==> config.mk <==
export PLATFORM = sky130hd
export DESIGN_NAME = debouncer_multi_flat
export DESIGN_NICKNAME = d
export VERILOG_FILES = /design/src/rtl/debouncer_multi_if.sv /design/src/rtl/debouncer_multi.sv /design/src/flat_wrapper.sv
export SDC_FILE = /design/constraint.sdc
export NUM_CORES = 1
export LEC_CHECK = 0
export ABC_AREA = 1
export BUFFER_PORTS_ARGS = -buffer_cell sky130_fd_sc_hd__buf_2
export CAP_MARGIN = 20
export CORE_ASPECT_RATIO = 0.6
export CORE_MARGIN = 5
export CORE_UTILIZATION = 45
export DETAILED_ROUTE_END_ITERATION = 10
export GPL_ROUTABILITY_DRIVEN = 0
export HOLD_SLACK_MARGIN = 0.1
export PLACE_DENSITY = 0.65
export SYNTH_ARGS = -nofsm -noshare
export SYNTH_HDL_FRONTEND = slang
export SYNTH_SLANG_ARGS = --single-unit
==> constraint.sdc <==
create_clock -name clk -period 2.23 [get_ports clk]
set_input_delay 0.1115 -clock clk [delete_from_list [all_inputs] [get_ports clk]]
set_output_delay 0.1115 -clock clk [all_outputs]
set_load 0.1 [all_outputs]
==> src/rtl/debouncer_multi_if.sv <==
// Purpose: bundles the button pins and the conditioned per-channel outputs of debouncer_multi.
// Latency: none, wires only.
// Backpressure: none; levels and single-cycle pulses, no handshake.
// Ports: btn_raw (pins to conditioner); btn_clean, btn_rise, btn_fall, btn_toggle, long_press
//        (conditioner to controller). Bit i of every field is channel i.
interface debouncer_multi_if #(
    parameter int N_CH = 4
);
    logic [N_CH-1:0] btn_raw;
    logic [N_CH-1:0] btn_clean;
    logic [N_CH-1:0] btn_rise;
    logic [N_CH-1:0] btn_fall;
    logic [N_CH-1:0] btn_toggle;
    logic [N_CH-1:0] long_press;

    // master: the board/controller side that drives the pins and consumes the results
    modport master (
        output btn_raw,
        input  btn_clean,
        input  btn_rise,
        input  btn_fall,
        input  btn_toggle,
        input  long_press
    );

    // slave: the conditioner itself
    modport slave (
        input  btn_raw,
        output btn_clean,
        output btn_rise,
        output btn_fall,
        output btn_toggle,
        output long_press
    );
endinterface

==> src/rtl/debouncer_multi.sv <==
// Purpose: N-channel push-button conditioner: 2-FF sync, restart-on-glitch debounce, edge/toggle/long-press.
// Latency: clean step on btn_raw reaches btn_clean/btn_rise/btn_fall on the DB_TICKS+2 th clk edge.
// Backpressure: none; outputs are free-running levels and 1-cycle pulses.
// Ports: clk, rst (synchronous, active-high); bus (slave modport) carries btn_raw in and
//        btn_clean, btn_rise, btn_fall, btn_toggle, long_press out, one bit per channel.
module debouncer_multi #(
    parameter int N_CH       = 4,
    parameter int DB_TICKS   = 1000000,
    parameter int HOLD_TICKS = 50000000,
    parameter bit ACTIVE_LOW = 1'b0
) (
    input  logic             clk,
    input  logic             rst,
    debouncer_multi_if.slave bus
);
    localparam int CW = $clog2(DB_TICKS);
    localparam int HW = $clog2(HOLD_TICKS + 1);
    localparam logic [CW-1:0] DB_LAST   = CW'(DB_TICKS - 1);
    localparam logic [HW-1:0] HOLD_LAST = HW'(HOLD_TICKS - 1);
    localparam logic [HW-1:0] HOLD_MAX  = HW'(HOLD_TICKS);

    logic [N_CH-1:0] sync1;
    logic [N_CH-1:0] sync2;
    logic [N_CH-1:0] s;
    logic [N_CH-1:0] clean_q;
    logic [N_CH-1:0] rise_q;
    logic [N_CH-1:0] fall_q;
    logic [N_CH-1:0] toggle_q;
    logic [N_CH-1:0] long_q;
    logic [CW-1:0]   db_cnt   [N_CH];
    logic [HW-1:0]   hold_cnt [N_CH];

    // Polarity is normalised after the synchroniser so every later stage sees 1 = pressed.
    assign s = sync2 ^ {N_CH{ACTIVE_LOW}};

    always_ff @(posedge clk) begin
        if (rst) begin
            // Synchroniser parks at the idle pin level so release of reset produces no false edge.
            sync1    <= {N_CH{ACTIVE_LOW}};
            sync2    <= {N_CH{ACTIVE_LOW}};
            clean_q  <= '0;
            rise_q   <= '0;
            fall_q   <= '0;
            toggle_q <= '0;
            long_q   <= '0;
            for (int i = 0; i < N_CH; i++) begin
                db_cnt[i]   <= '0;
                hold_cnt[i] <= '0;
            end
        end else begin
            sync1 <= bus.btn_raw;
            sync2 <= sync1;
            for (int i = 0; i < N_CH; i++) begin
                rise_q[i] <= 1'b0;
                fall_q[i] <= 1'b0;
                long_q[i] <= 1'b0;
                // Toggle follows the registered rise pulse, so it flips one cycle after it.
                toggle_q[i] <= toggle_q[i] ^ rise_q[i];

                // Any sample agreeing with the accepted level restarts the count.
                if (s[i] == clean_q[i]) begin
                    db_cnt[i] <= '0;
                end else if (db_cnt[i] < DB_LAST) begin
                    db_cnt[i] <= db_cnt[i] + CW'(1);
                end else begin
                    db_cnt[i]  <= '0;
                    clean_q[i] <= s[i];
                    rise_q[i]  <= s[i];
                    fall_q[i]  <= ~s[i];
                end

                // Saturating hold counter; the pulse fires only on the step into saturation,
                // which gives at most one long_press per press.
                if (!clean_q[i]) begin
                    hold_cnt[i] <= '0;
                end else if (hold_cnt[i] != HOLD_MAX) begin
                    hold_cnt[i] <= hold_cnt[i] + HW'(1);
                    long_q[i]   <= (hold_cnt[i] == HOLD_LAST);
                end
            end
        end
    end

    assign bus.btn_clean  = clean_q;
    assign bus.btn_rise   = rise_q;
    assign bus.btn_fall   = fall_q;
    assign bus.btn_toggle = toggle_q;
    assign bus.long_press = long_q;
endmodule

==> src/flat_wrapper.sv <==
// flat-port wrapper written by rule: the top's interface ports become plain ports
module debouncer_multi_flat 
#(
    parameter int N_CH       = 4,
    parameter int DB_TICKS   = 1000000,
    parameter int HOLD_TICKS = 50000000,
    parameter bit ACTIVE_LOW = 1'b0
)
  (clk, rst, bus_btn_raw, bus_btn_clean, bus_btn_rise, bus_btn_fall, bus_btn_toggle, bus_long_press);
  debouncer_multi_if #(.N_CH(N_CH)) bus_i ();
  input  logic clk;
  input  logic rst;
  input wire logic [$bits(bus_i.btn_raw)-1:0] bus_btn_raw;
  output wire logic [$bits(bus_i.btn_clean)-1:0] bus_btn_clean;
  output wire logic [$bits(bus_i.btn_rise)-1:0] bus_btn_rise;
  output wire logic [$bits(bus_i.btn_fall)-1:0] bus_btn_fall;
  output wire logic [$bits(bus_i.btn_toggle)-1:0] bus_btn_toggle;
  output wire logic [$bits(bus_i.long_press)-1:0] bus_long_press;
  assign bus_i.btn_raw = bus_btn_raw;
  assign bus_btn_clean = bus_i.btn_clean;
  assign bus_btn_rise = bus_i.btn_rise;
  assign bus_btn_fall = bus_i.btn_fall;
  assign bus_btn_toggle = bus_i.btn_toggle;
  assign bus_long_press = bus_i.long_press;
  debouncer_multi #(.N_CH(N_CH), .DB_TICKS(DB_TICKS), .HOLD_TICKS(HOLD_TICKS), .ACTIVE_LOW(ACTIVE_LOW)) u_core (.clk(clk), .rst(rst), .bus(bus_i));
endmodule
Yosys cells after proc, flatten, opt, wreduce, memory -nomap -nowiden. Memory sizes are Yosys's and may differ from the RTL's. Index checks and enable logic that the tools add are counted.

Bits of input ports: 6. Memories kept: 2. Logic and storage cells: 195. Bits in writable memories: 184. Flip-flop bits (word level): 28. Output and inout bits: 20.

Add/sub/neg operators: 8. Magnitude comparators: 4. Reduce and logical (&&, ||, !) cells: 12. Bitwise operators: 44. Eq/ne operators: 12. Multiplexer cells: 94.

Memory list: u_core.hold_cnt (depth 4, width 26, rd ports 4, clocked after memory_dff 0, write ports 4, line debouncer_multi.sv:31) `logic [HW-1:0] hold_cnt [N_CH];`; u_core.db_cnt (depth 4, width 20, rd ports 4, clocked after memory_dff 0, write ports 4, line debouncer_multi.sv:30) `logic [CW-1:0] db_cnt [N_CH];`.

Operators with widths (number): 20-bit two-way mux (12); 26-bit two-way mux (8); 26-bit by 1-bit adder with 26-bit output (second input constant) (4); 26-bit == test (second input constant) (4); 26-bit inequality test (second input constant) (4); 20-bit by 1-bit adder with 20-bit output (second input constant) (4); 20-bit < comparator (second input constant) (4); 1-bit two-way mux (74); 3-bit OR reduction (8); 1-bit inverter (20); 1-bit bitwise OR (20); 2-bit AND reduction (4); 1-bit == test (4); 1-bit bitwise XOR (4).

Depth between registers and ports, before layout. Gate-level depths: netlist of run 1.

Depth in word-level cells: 7. Gate-level depth with buffers: 9.

Worst setup path after synthesis of run 1. OpenSTA, ideal clock, no wires.

Kind: register -> register. Start point: register u_core.clean_q[0] (netlist: u_core.bus.btn_clean[0]). End point: memory u_core.hold_cnt[0][0] in the netlist's numbering (enable). Stages on the path, launching flop included: 4. Arrival: 2.115 ns. Setup slack: -0.448 ns. Required time: 1.667 ns. Clock period less this slack: 2.678 ns. Cell sequence: dfxtp_1 inv_1 nor2_1 nand4_1.

RTL lines: from (decl) (line debouncer_multi.sv:25) `logic [N_CH-1:0] clean_q;`; from (signal, indexed assignment) (line debouncer_multi.sv:67) `clean_q[i] <= s[i];`; to (decl) (line debouncer_multi.sv:31).

==> flow_summary.toml, run 1 <==
[synth]
netlist_area_um2 = 12730
yosys_warnings = 0
syn_avg_cell_area_um2 = 7.966
synth_edf_count = 184
seq_area_frac_synth = 0.4781
ys_types = 33
synth_area_leaders = "edfxtp_1, nor2_1, nand2_1"
yosysTopAreaCell = "edfxtp_1"
netlist.area_leader.share = 0.4340
ys_seq_elements = 212
synth_cells = 1598
synthArstFlopShare = 0
yosys_most_used_dff = "edfxtp_1"

[floorplanning]
io_pins = 26
core_area_um2 = 27700
dieArea_um2 = 31860
placementRows = 47
fp.dieH_um = 140.3
dieWidth_um = 227.1
start_util = 0.4596

[layout]
drive_gt1_frac = 0.07499
antenna_cells = 0
area_growth_pct = 13.16
nets = 1749
num-fill-cells = 2621

[detailed_routing]
drc = 0
drtIter0Drc = 945
routed_via_density = 4.733
routed_wl_mm = 26.02
num_vias = 10010
drt_pass1_iterations = 5
antenna_left = 0
wl_per_cell_um = 12.31

[global_routing]
grtUsageTotal = 0.1632
grt_pass1_vias = 9014
grt_max_degree = 28
grt_overflow = 0
grt_pass1_wl_mm = 43.84
antenna_found_initial = 0

[cts]
clockBufferDepth = 3
clk_latency_ps = 520
cts_setup_buffers = 0
htreeDepth = 1
cts.sinks = 212
cts_buffers = 23
path_clk_slew_ps = 60
cts_tree = "done"
cts_root_buf = "clkbuf_16"
cts_resized = 0
holdBufCountCts = 9

[sta]
layout_worst_path_cycle_share = 0.8320
setup_viol = 0
period_minus_slack_ps = 1855
finalClockSkew_ps = 9.990
slew_violations = 0
max_slew_margin = 0.6384
hold_viol = 0
tns_ps = 0
max_slew.worst_pin.slew_ps = 540.5
rsz0062_at_grt = "no"
max_freq_ghz = 0.5390

[power_and_ir_drop]
finalPower_uw = 8437
peakVddDrop_uv = 501.3
cellLeakagePower_uw = 0.005146
power_density_nw_per_um2 = 585.7

[setup_path]
path_class = "register to register"
end_kind = "register"
worstPathRequired_ps = 2490
crit_top_cell = "nor2_1"
crit_chain = "ha_1, nand2_1, nor2_1, nand3_1, nor2_1, xor2_1, nor2_1"
crit_slowest_cell = "edfxtp_1"
cpPeakStageDelay_ps = 420
arrival_ps = 2120
r2r_setup_slack_ps = 370
crit_fanout = 5
critPathLaunchType = "register"

[job]
drv_cap = 0

[placement]
dpl.hpwl_mm = 19.25
port_buffers = 25

[worst_hold_path]
min_path_type = "register to register"

[status]
status = "finished clean"
[worst paths after layout]
path | start | to | cells past startpoint
hold reg to reg | u_core.sync1[1] | u_core.s[1] | 2
setup / recovery | u_core.db_cnt[1][0] | u_core.db_cnt[1][18] | 7
setup reg to reg | u_core.db_cnt[1][0] | u_core.db_cnt[1][18] | 7
hold / removal | u_core.sync1[1] | u_core.s[1] | 2
[cells by family after synthesis]
logic type | Yosys count | synth area share
XOR/XNOR | 106 | 0.07293
AO/OA/AOI/OAI | 60 | 0.02438
buffers and inverters | 183 | 0.06114
flip-flops | 212 | 0.4781
adder cells (fa/ha/maj) | 12 | 0.01179
AND/OR/NAND/NOR | 1024 | 0.3514
other | 1 | 0.0002946
[synth_stat cells (all sizes together), types with 7 or more instances]
library cell and count:
buf 18, xor2 62, dfxtp 28, inv 165, ha 12, edfxtp 184
nand3b 21, nor3 17, nor2b 7, nand2 408, a21oi 39, or2 7
nand3 94, nor2 430, nand4 32, xnor2 44, o21ai 17
[worst max-delay path: cells and delay by family (launching register included)]
kind	cells	cell delay, ps
adders and majority gates	1	210
DFF	1	420
and+or+nand+nor	5	790
xor gates and xnor gates	1	180
[cell usage in the layout, fill, tap and decap left out, types with 14 or more instances in the layout]
cell and n:
nor2_1 401, nand2_1 397, edfxtp_1 184, inv_1 165
nand3_1 81, conb_1 80, xor2_1 62, xnor2_1 44
a21oi_1 39, nand4_1 32, buf_2 25, dfxtp_1 24
clkbuf_16 23, nand3b_1 20, nor3_1 17, nor2_4 16
o21ai_0 14
[per-stage QoR]
stage / instances / area, µm² / setup slack, ps / hold slack, ps / util
2_1_floorplan: 1677 / 13040 / 8.370 / 218.5 / -
3_3_place_gp: 2064 / 13570 / 440.0 / 319.3 / 0.4900
3_5_place_dp: 2064 / 13570 / 395.1 / 323.0 / 0.4900
4_1_cts: 2114 / 14410 / 376.1 / 405.4 / 0.5201
5_1_grt: 2114 / 14410 / 216.6 / 426.5 / 0.5201
6_report: 2114 / 14410 / 374.7 / 401.4 / 0.5201
[area by class of cell]
| type | count | area (µm²) | area share |
|---|---|---|---|
| tap | 367 | 459.2 | 0.03188 |
| sequential | 212 | 6096 | 0.4232 |
| timing repair buffer | 47 | 325.3 | 0.02258 |
| clock buffer | 24 | 579.3 | 0.04022 |
| clock inverter | 17 | 163.9 | 0.01138 |
| multi-input combinational | 1282 | 6162 | 0.4278 |
| inverter | 165 | 619.3 | 0.04299 |
[state kept, by name, indices dropped and copies added, names as in the netlist]
name / cells
u_core.bus.btn_clean: 4
u_core.bus.btn_fall: 4
u_core.bus.btn_rise: 4
u_core.bus.btn_toggle: 4
u_core.bus.long_press: 4
u_core.db_cnt: 80
u_core.hold_cnt: 104
u_core.s: 4
u_core.sync1: 4
[per-layer routing]
metal,track usage,part of all wire,vias to the layer above
li1,-,-,5298
met1,0.2681,0.55,4504
met2,0.2237,0.39,177
met3,0.02823,0.045,27
met4,0.03082,0.016,0
met5,0,0,-
[where the power goes]
group	internal (µW)	switching (µW)	total, µW
sequential	4340	76.3	4420
clock	2230	1580	3810
combinational	77.7	128	205
total	6650	1790	8440
No activity file was read; power rests on OpenSTA's default activity.
==> run 2, diff against run 1 <==
- ABC_AREA: 1 -> 0
- clock period: 2.23 -> 1.64 ns (I/O delays scaled with it)
==> run 2 against run 1 <==
Hold slack improved by 41 ps. Largest cell class unchanged. Sequential power increased by 35%. The flow now finishes with violations (setup timing). Critical endpoint is now u_core.hold_cnt[1][25]. Clock power increased by 26%. Worst setup slack got worse by 720 ps.
==> flow_summary.toml, run 2 <==
[floorplanning]
placementRows = 45
dieWidth_um = 217.8
fp.dieH_um = 134.7
core_area_um2 = 25390
dieArea_um2 = 29340
io_pins = 26
start_util = 0.4593

[cts]
htreeDepth = 1
cts_root_buf = "clkbuf_16"
cts.sinks = 212
cts_tree = "done"
clockBufferDepth = 3
path_clk_slew_ps = 60
clk_latency_ps = 530
cts_buffers = 22

[sta]
layout_setup_ws_ps = -348.4
slew_violations = 0
whs_ps = 442.3
layout_worst_path_cycle_share = 1.212
setup_viol = 298
rsz0062_at_grt = "yes"
period_minus_slack_ps = 1988
hold_viol = 0
tns_ps = -68020
max_freq_ghz = 0.5029
finalClockSkew_ps = 14.47

[synth]
synth_area_leaders = "edfxtp_1, nor2_1, dfxtp_1"
ys_seq_elements = 212
netlist.area_leader.share = 0.4737
synth-xor-area-share = 0.07960
yosysTopAreaCell = "edfxtp_1"
synth_top_family_by_area = "simple AND/OR/NAND/NOR gates"
synth-adder-area-share = 0.01287
seq_area_frac_synth = 0.5218
synthArstFlopShare = 0
muxShareOfSynthArea = 0
synth_cells = 1157
yosysMostFrequentCell = "edfxtp_1"
synthSimpleGateAreaFrac = 0.2648
yosys_warnings = 0
yosys_most_used_dff = "edfxtp_1"
ys_types = 52
netlist_area_um2 = 11660
ys_top_cells_by_count = "edfxtp_1, nor2_1, nand3_1"
syn_avg_cell_area_um2 = 10.08
synth_edf_count = 184
synth_compound_area_frac = 0.09097

[setup_path]
end_kind = "register"
crit_slowest_cell = "or4_4"
crit_chain = "nand2_2, or4_4, or4_1, a21oi_1"
path_class = "register to register"
critPathLaunchType = "register"
cpPeakStageDelay_ps = 600
worstPathRequired_ps = 1990
crit_fanout = 7
arrival_ps = 2340

[power_and_ir_drop]
cellLeakagePower_uw = 0.006435
finalPower_uw = 11380
power_density_nw_per_um2 = 655.3
peakVddDrop_uv = 626.3

[status]
status = "finished, violations left"
violations = "setup timing"

[placement]
port_buffers = 25
dpl.hpwl_mm = 20.08
dp_cells = 1841

[global_routing]
grt_max_degree = 28
grtUsageTotal = 0.2034
antenna_found_initial = 0
grt_overflow = 0
grt_pass1_vias = 10000
grt_pass1_wl_mm = 49.93

[layout]
layout_commonest_cell = "buf_4"
stdcell_count = 1973
nets = 1623
largest_register = "u_core.hold_cnt"
final_util = 0.6840
drive_gt1_frac = 0.3837
area_growth_pct = 48.91
final_cell_mix = "buf_4, edfxtp_1, nor2_1"
num-fill-cells = 1863
antenna_cells = 0
top_regs = "u_core.hold_cnt: 104 flops, u_core.db_cnt: 80 flops"
largest_reg_flops = 104

[detailed_routing]
drt_pass1_iterations = 5
antenna_left = 0
routed_wl_mm = 31.94
wl_per_cell_um = 16.19
num_vias = 10690
drtIter0Drc = 742
routed_via_density = 5.416
drc = 0

[worst_hold_path]
min_path_type = "register to register"

[job]
drv_cap = 0
-- run 2: cell type report --
| type | instances | area, µm² | share of cell area |
|---|---|---|---|
| Clock inverter | 10 | 83.83 | 0.004827 |
| Sequential cell | 212 | 6098 | 0.3511 |
| Timing Repair Buffer | 390 | 3398 | 0.1957 |
| Inverter | 36 | 135.1 | 0.007780 |
| Clock buffer | 30 | 590.6 | 0.03400 |
| Tap cell | 352 | 440.4 | 0.02536 |
| Multi-Input combinational cell | 943 | 6621 | 0.3812 |
-- run 2: through the flow --
step	area [µm²]	setup WS, ps
2_1_floorplan	12390	-944.8
3_3_place_gp	14760	-277.7
3_5_place_dp	14760	-391.0
4_1_cts	16540	-305.4
5_1_grt	17370	-404.0
6_report	17370	-348.4
-- run 2: report_power, final --
part | leakage [µW] | internal [µW] | switching (µW) | total (µW)
clock network | 0.000327 | 2690 | 2120 | 4810
logic | 0.00377 | 287 | 307 | 595
registers | 0.00234 | 5900 | 74.7 | 5970
-- run 2: timing repair --
| action | in CTS | in global routing |
|---|---|---|
| pin swaps | 34 | 51 |
| buffers inserted | 40 | 28 |
| gates resized for setup | 103 | 162 |
| cloned | 14 | 9 |
| hold buffers | 9 | 0 |
| hold endpoints to repair | 12 | 0 |
| endpoints found under the setup margin | 299 | 301 |
-- run 2: logic make-up after synthesis --
logic type,Yosys count
AOI/OAI and AO/OA,174
xor gates and xnor gates,106
adders and majority gates,12
buffers and inverters,83
DFF,212
other,1
and+or+nand+nor,569
-- run 2: path summary, 6_finish.rpt --
check,from,cells past startpoint,end,slack [ps]
worst max-delay path,u_core.hold_cnt[1][16],4,u_core.hold_cnt[1][25],-350
worst min-delay path,u_core.sync1[1],1,u_core.s[1],440
worst max register to register,u_core.hold_cnt[1][16],4,u_core.hold_cnt[1][25],-350
worst min register to register,u_core.sync1[1],1,u_core.s[1],440
-- run 2: critical path, delay by kind of cell (launching register included) --
family | cells | cell delay [ps]
and+or+nand+nor | 3 | 1170
DFF | 1 | 450
AOI/OAI and AO/OA | 1 | 190
-- run 2: per-layer routing --
metal | up-vias | global-route usage | routed length (µm) | part of all wire
li1 | 5196 | - | - | -
met5 | - | 0 | 0 | 0
met3 | 36 | 0.03227 | 1750 | 0.055
met2 | 297 | 0.3111 | 14270 | 0.45
met4 | 0 | 0.03834 | 494 | 0.015
met1 | 5156 | 0.3098 | 15420 | 0.48
